==> src/rtl/mmu_pkg.sv <==
// rtl/mmu_pkg.sv - shared types and constants for the MMU refill engine
package mmu_pkg;

    typedef enum logic [2:0] {
        ST_IDLE,
        ST_REQ,
        ST_WAIT,
        ST_WRITE,
        ST_FAIL,
        ST_DRAIN
    } refill_state_e;

    localparam int ENT_VALID = 1;
    localparam int ENT_WRITE = 2;

    // Low address bits below the table base: entry index plus byte offset within a word.
    function automatic int a_width(input int rv, input int nmmu);
        return $clog2(4 * nmmu) + $clog2(rv / 8);
    endfunction

endpackage

==> src/rtl/mmu_refill.sv <==
// rtl/mmu_refill.sv - hardware MMU miss refill engine and MMU register-port mux
module mmu_refill
    import mmu_pkg::*;
#(
    parameter int RV   = 16,
    parameter int PA   = RV,
    parameter int VA   = RV,
    parameter int NMMU = 8
) (
    input  logic                      clk,
    input  logic                      reset,
    input  logic                      cfg_write,
    input  logic [RV-1:0]             cfg_data,
    output logic [RV-1:0]             cfg_read,
    input  logic                      miss,
    input  logic [$clog2(NMMU)+1:0]   miss_idx,
    output logic                      busy,
    output logic                      refill_done,
    output logic                      refill_fault,
    output logic                      mem_req,
    output logic [PA-1:0]             mem_addr,
    input  logic                      mem_gnt,
    input  logic                      mem_rvalid,
    input  logic [RV-1:0]             mem_rdata,
    input  logic                      mem_err,
    input  logic                      sw_reg_write,
    input  logic [RV-1:0]             sw_reg_data,
    output logic                      mmu_reg_write,
    output logic [RV-1:0]             mmu_reg_data
);

    localparam int A  = a_width(RV, NMMU);
    localparam int IW = $clog2(NMMU) + 2;
    localparam int BW = $clog2(RV / 8);

    refill_state_e     state_q, state_d;
    logic              en_q, en_d;
    logic [RV-A-1:0]   base_q, base_d;
    logic [PA-1:0]     addr_q, addr_d;
    logic [RV-2:0]     rdata_q, rdata_d;
    logic [RV-1:0]     entry_addr;
    logic              eng_write;

    // Bit 0 of the entry is ignored and always written back as 1.
    logic [VA-1:0]     unused_va;
    assign unused_va = {VA{mem_rdata[0]}};

    assign entry_addr = {base_q, miss_idx[IW-1:0], {BW{1'b0}}};

    always_ff @(posedge clk or negedge reset) begin
        if (!reset) begin
            state_q <= ST_IDLE;
            en_q    <= 1'b0;
            base_q  <= '0;
            addr_q  <= '0;
            rdata_q <= '0;
        end else begin
            state_q <= state_d;
            en_q    <= en_d;
            base_q  <= base_d;
            addr_q  <= addr_d;
            rdata_q <= rdata_d;
        end
    end

    always_comb begin
        state_d = state_q;
        en_d    = en_q;
        base_d  = base_q;
        addr_d  = addr_q;
        rdata_d = rdata_q;

        if (cfg_write) begin
            en_d   = cfg_data[0];
            base_d = cfg_data[RV-1:A];
        end

        case (state_q)
            ST_IDLE: begin
                if (miss && en_q) begin
                    addr_d  = PA'(entry_addr);
                    state_d = ST_REQ;
                end
            end
            ST_REQ: begin
                // An abort in the grant cycle still leaves a read in flight, so drain it.
                if (sw_reg_write) begin
                    state_d = mem_gnt ? ST_DRAIN : ST_IDLE;
                end else if (mem_gnt) begin
                    state_d = ST_WAIT;
                end
            end
            ST_WAIT: begin
                if (mem_rvalid) begin
                    if (sw_reg_write) begin
                        state_d = ST_IDLE;
                    end else if (!mem_err && mem_rdata[ENT_VALID]) begin
                        rdata_d = mem_rdata[RV-1:1];
                        state_d = ST_WRITE;
                    end else begin
                        state_d = ST_FAIL;
                    end
                end else if (sw_reg_write) begin
                    state_d = ST_DRAIN;
                end
            end
            ST_WRITE: state_d = ST_IDLE;
            ST_FAIL:  state_d = ST_IDLE;
            ST_DRAIN: begin
                if (mem_rvalid) begin
                    state_d = ST_IDLE;
                end
            end
            default:  state_d = ST_IDLE;
        endcase
    end

    always_comb begin
        eng_write     = (state_q == ST_WRITE) && !sw_reg_write;
        mmu_reg_write = eng_write || sw_reg_write;
        mmu_reg_data  = eng_write ? {rdata_q, 1'b1} : sw_reg_data;
        refill_done   = eng_write;
        refill_fault  = (state_q == ST_FAIL) && !sw_reg_write;
        busy          = (state_q != ST_IDLE);
        mem_req       = (state_q == ST_REQ);
        mem_addr      = addr_q;
        cfg_read      = {base_q, {(A-1){1'b0}}, en_q};
    end

endmodule

==> config.mk <==
export PLATFORM = sky130hd
export DESIGN_NAME = mmu_refill
export DESIGN_NICKNAME = d
export VERILOG_FILES = /design/src/rtl/mmu_pkg.sv /design/src/rtl/mmu_refill.sv
export SDC_FILE = /design/constraint.sdc
export NUM_CORES = 1
export LEC_CHECK = 0
export BUFFER_PORTS_ARGS = -buffer_cell sky130_fd_sc_hd__buf_2
export CAP_MARGIN = 40
export CORE_ASPECT_RATIO = 1.75
export CORE_MARGIN = 4
export CORE_UTILIZATION = 35
export CTS_BUF_LIST = sky130_fd_sc_hd__clkbuf_16
export CTS_CLUSTER_DIAMETER = 40
export CTS_CLUSTER_SIZE = 10
export DETAILED_ROUTE_END_ITERATION = 12
export PLACE_DENSITY = 0.65
export SETUP_SLACK_MARGIN = 0.2
export SLEW_MARGIN = 20
export SYNTH_ARGS = -nofsm -noshare
export SYNTH_HDL_FRONTEND = slang
export SYNTH_SLANG_ARGS = --single-unit
==> constraint.sdc <==
create_clock -name clk -period 2.1 [get_ports clk]
set_clock_uncertainty 0.2 [all_clocks]
set_input_delay 0.21 -clock clk [delete_from_list [all_inputs] [get_ports clk]]
set_output_delay 0.21 -clock clk [all_outputs]
set_load 0.01 [all_outputs]
==> metrics.md <==
| Metric | Value |
|---|---|
| Status | finished clean |
| Critical R2R Launch | state_q[2]$_DFFE_PN0P_ |
| Fin area | 3420 µm² |
| Total CTS buffers | 5 |
| Worst r2r path cells | 5 |
| Vias/cell | 4.60 |
| Routed WL | 5600 µm |
| Max Clk Rate | 488 MHz |
| Starting DRC count in detailed routing | 80 |
| Grt total ovfl | 0 |
| Clk buf depth | 2 |
| Peak VDD IR | between 0.4 and 0.5 mV |
| Cell Area, Placed | 2680 µm² |
| Cells along the critical path | nor2b_4 -> and3b_2 -> mux2_4 -> buf_6 |
| Worst hold slack | 0.0642 ns |
| Cells after Synth | 154 |
| Post-DP HPWL | 3660 µm |
| Largest net degree at the start of global routing | 24 |
| CTS Sinks | 44 |
| LEAKAGE | 1.73 nW |
| Final Setup Violations | 0 |
| Post-route insts no fill | around 380 |
| Gr usage total | 14.8% |
| Vias in the first global route | 1,768 |
| Avg Cell Area, Syn | 14.0 µm² |
| Port Buffers | between 100 and 150 |
| Worst hold start | mem_err |
| Area growth syn-to-layout | 59.0% |
| Yosys reg bits | 44 |
| Share of layout cells above drive strength 1 | about three fifths |
| Crit path launch type | flip-flop |
| CP max-delay cell | and3b_2 |
| Final worst-path cycle share | 97.6% |
| Sequential fraction of the synthesis area | 51.2% |
| Antenna-violating nets left | 0 |
| CP top delay family | simple AND/OR/NAND/NOR gates |
| RSZ-0062 raised after global routing | yes |
| Placed cell count | 327 |
| Cell Area, Synth | 2150 µm² |
| Worst Hold Class | in -> reg |
| R2R Setup Slk | around 0.18 ns |
| CP endpoint | mmu_reg_data[6] |
| Remaining DRCs | 0 |
| Kind of critical path | reg -> out |
| CTS tree | yes |
| Final setup TNS | 0 ns |
| Footprint of the multi-input gates | approximately 1000 µm² |
| Final Max Slew Viols | 0 |
| Row count | 37 |
| Via count | 1,726 |
| Core area | 5930 µm² |
| Arr. time, crit path | 1.64 ns |
| H-tree depth | 2 |
| Wire length per cell | 14.9 µm |
| R2r endpoint | mem_addr[3]$_DFFE_PN0P_ |
| Diode count | 0 |
| Fillers | 510 |
| Worst EP required | 1.69 ns |
| Nets | 357 |
| Sequential cell area | 1100 µm² |
| First-pass GRT wire length | 8420 µm |
| Endpoints failing hold | 0 |
| Dpl ws | 0.116 ns |
| Pwr/cell area | approximately 950 nW/µm² |
| Critical path's largest stage delay | 0.36 ns |
| Clock slew seen by the registers of the worst setup and hold paths | 0.06 ns |
| CP Depth | 4 |
| Routability cong. | 0.702 |
| Max FO, Critical Path | 8 |
| Die Area | 7510 µm² |
| Starting Density | 36.3% |
| Slew @ Worst Pin | 0.541 ns |
| Ys Warns | 0 |
| Min Tclk post-route | 2.05 ns |
| PnR worst setup slack | approximately 0.050 ns |
| Initial antenna violation count | 0 |
| Root buffer cell | clkbuf_16 |
| Die height | 112 µm |
| Drt first pass iters | 4 |
| Worst path bufs/invs | 1 |
| Max_slew headroom | between 60 and 70% |
| CP Launch Point | state_q[1]$_DFFE_PN0P_ |
| Yosys cell types | 30 |
| Max cap viols | 0 |
| Die Wd | slightly below 70 µm |
| Critical Path Sink Type | primary output |
| Top Ports | 114 |
| Clk_lat worst skew | 0.28 ns |
kinds of logic (layout without fill, tap and decap cells):
group	after synthesis	count (layout)	synth area share (%)
AND/OR/NAND/NOR	27	29	8.67
flip-flops	44	44	51.2
multiplexers	55	55	30.5
AO/OA/AOI/OAI	9	9	2.39
XOR/XNOR	1	1	0.407
other	1	6	0.174
buffers and inverters	17	153	6.63
power breakdown:
part / switching [W] / internal [W]
combinational: 0.000505 / 0.000737
sequential: 0.000151 / 0.00111
clock: 0.000300 / 0.000432
per-layer routing:
| layer | up-vias | wire, µm | GRT usage (%) |
|---|---|---|---|
| met5 | - | 0 | 0 |
| met4 | 0 | 67 | 5.28 |
| met3 | 6 | 255 | 2.52 |
| met2 | 50 | 3250 | 27.7 |
| met1 | 856 | 2030 | 15.8 |
| li1 | 814 | - | - |
synth_stat cells, drive strengths merged:
master,count,area [µm²]
nor3b,2,15.0
o21ai,4,20.0
nand4,1,12.5
mux2,55,657
nand2b,3,18.8
nor2b,4,27.5
nor4b,1,8.76
or2,1,6.26
a22o,1,8.76
nand3,1,5.00
conb,1,3.75
buf,15,135
nand3b,2,15.0
or3,1,11.3
nor4,1,6.26
and3b,1,10.0
xor2,1,8.76
inv,1,3.75
o31ai,1,7.51
clkbuf,1,3.75
nand2,6,22.5
dfrtp,44,1100
nor2,3,27.5
a21oi,3,15.0
placed cells by master (no fill, tap or decap), types with 2 or more instances in the layout:
cell type	synthesis	routed
a21oi_1	3	3
and3b_2	1	2
buf_12	1	3
buf_2	2	85
buf_4	8	7
buf_6	4	18
clkbuf_16	0	5
conb_1	1	6
dfrtp_1	44	43
dlygate4sd3_1	0	31
inv_1	1	2
mux2_2	45	28
mux2_4	10	27
nand2_1	6	6
nand2b_1	3	3
nand3b_1	2	2
nor2_1	2	2
nor2b_1	3	2
nor2b_4	0	2
nor3b_1	2	2
o21ai_0	4	4
through the flow:
stage | total power (W) | util [%]
4_1_cts | 0.00318 | 55.3
2_1_floorplan | 0.00193 | -
3_5_place_dp | 0.00229 | 45.3
5_1_grt | 0.00343 | 57.7
3_3_place_gp | 0.00227 | 45.3
6_report | 0.00324 | 57.7
repair_timing:
action	in CTS	in global routing
endpoints found under the setup margin	17	33
gates resized for setup	20	22
cloned	2	0
buffers inserted	5	2
hold endpoints to repair	52	0
hold buffers	31	0
pin swaps	2	4
worst min-delay path, stage by stage:
cell     delay [ns]
buf_2          0.07
nor2b_1        0.07
nand3_1        0.09
o31ai_1        0.06
state kept, by name, indices dropped and copies added (netlist names):
signal	cells
base_q	10
rdata_q	15
en_q	1
state_q	3
mem_addr	15
worst min-delay path by stage:
| stage | endpoint | slack (ns) | cells past startpoint |
|---|---|---|---|
| 2_1_floorplan | base_q[0]$_DFFE_PN0P_ | -0.29 | 0 |
| 3_3_place_gp | base_q[8]$_DFFE_PN0P_ | 0.02 | 1 |
| 3_5_place_dp | base_q[8]$_DFFE_PN0P_ | 0.02 | 1 |
| 4_1_cts | state_q[1]$_DFFE_PN0P_ | 0.06 | 2 |
| 5_1_grt | state_q[1]$_DFFE_PN0P_ | 0.08 | 2 |
| 6_report | state_q[1]$_DFFE_PN0P_ | 0.06 | 4 |
area by class of cell:
type / instances / share of cell area [%]
Clock inverter: 3 / 0.439
Timing Repair Buffer: 144 / 30.7
Inverter: 1 / 0.110
Tap cell: 78 / 2.85
Clock buffer: 5 / 3.66
Multi-Input combinational cell: 100 / 30.0
Sequential cell: 44 / 32.2
No activity file was read; power rests on OpenSTA's default activity.
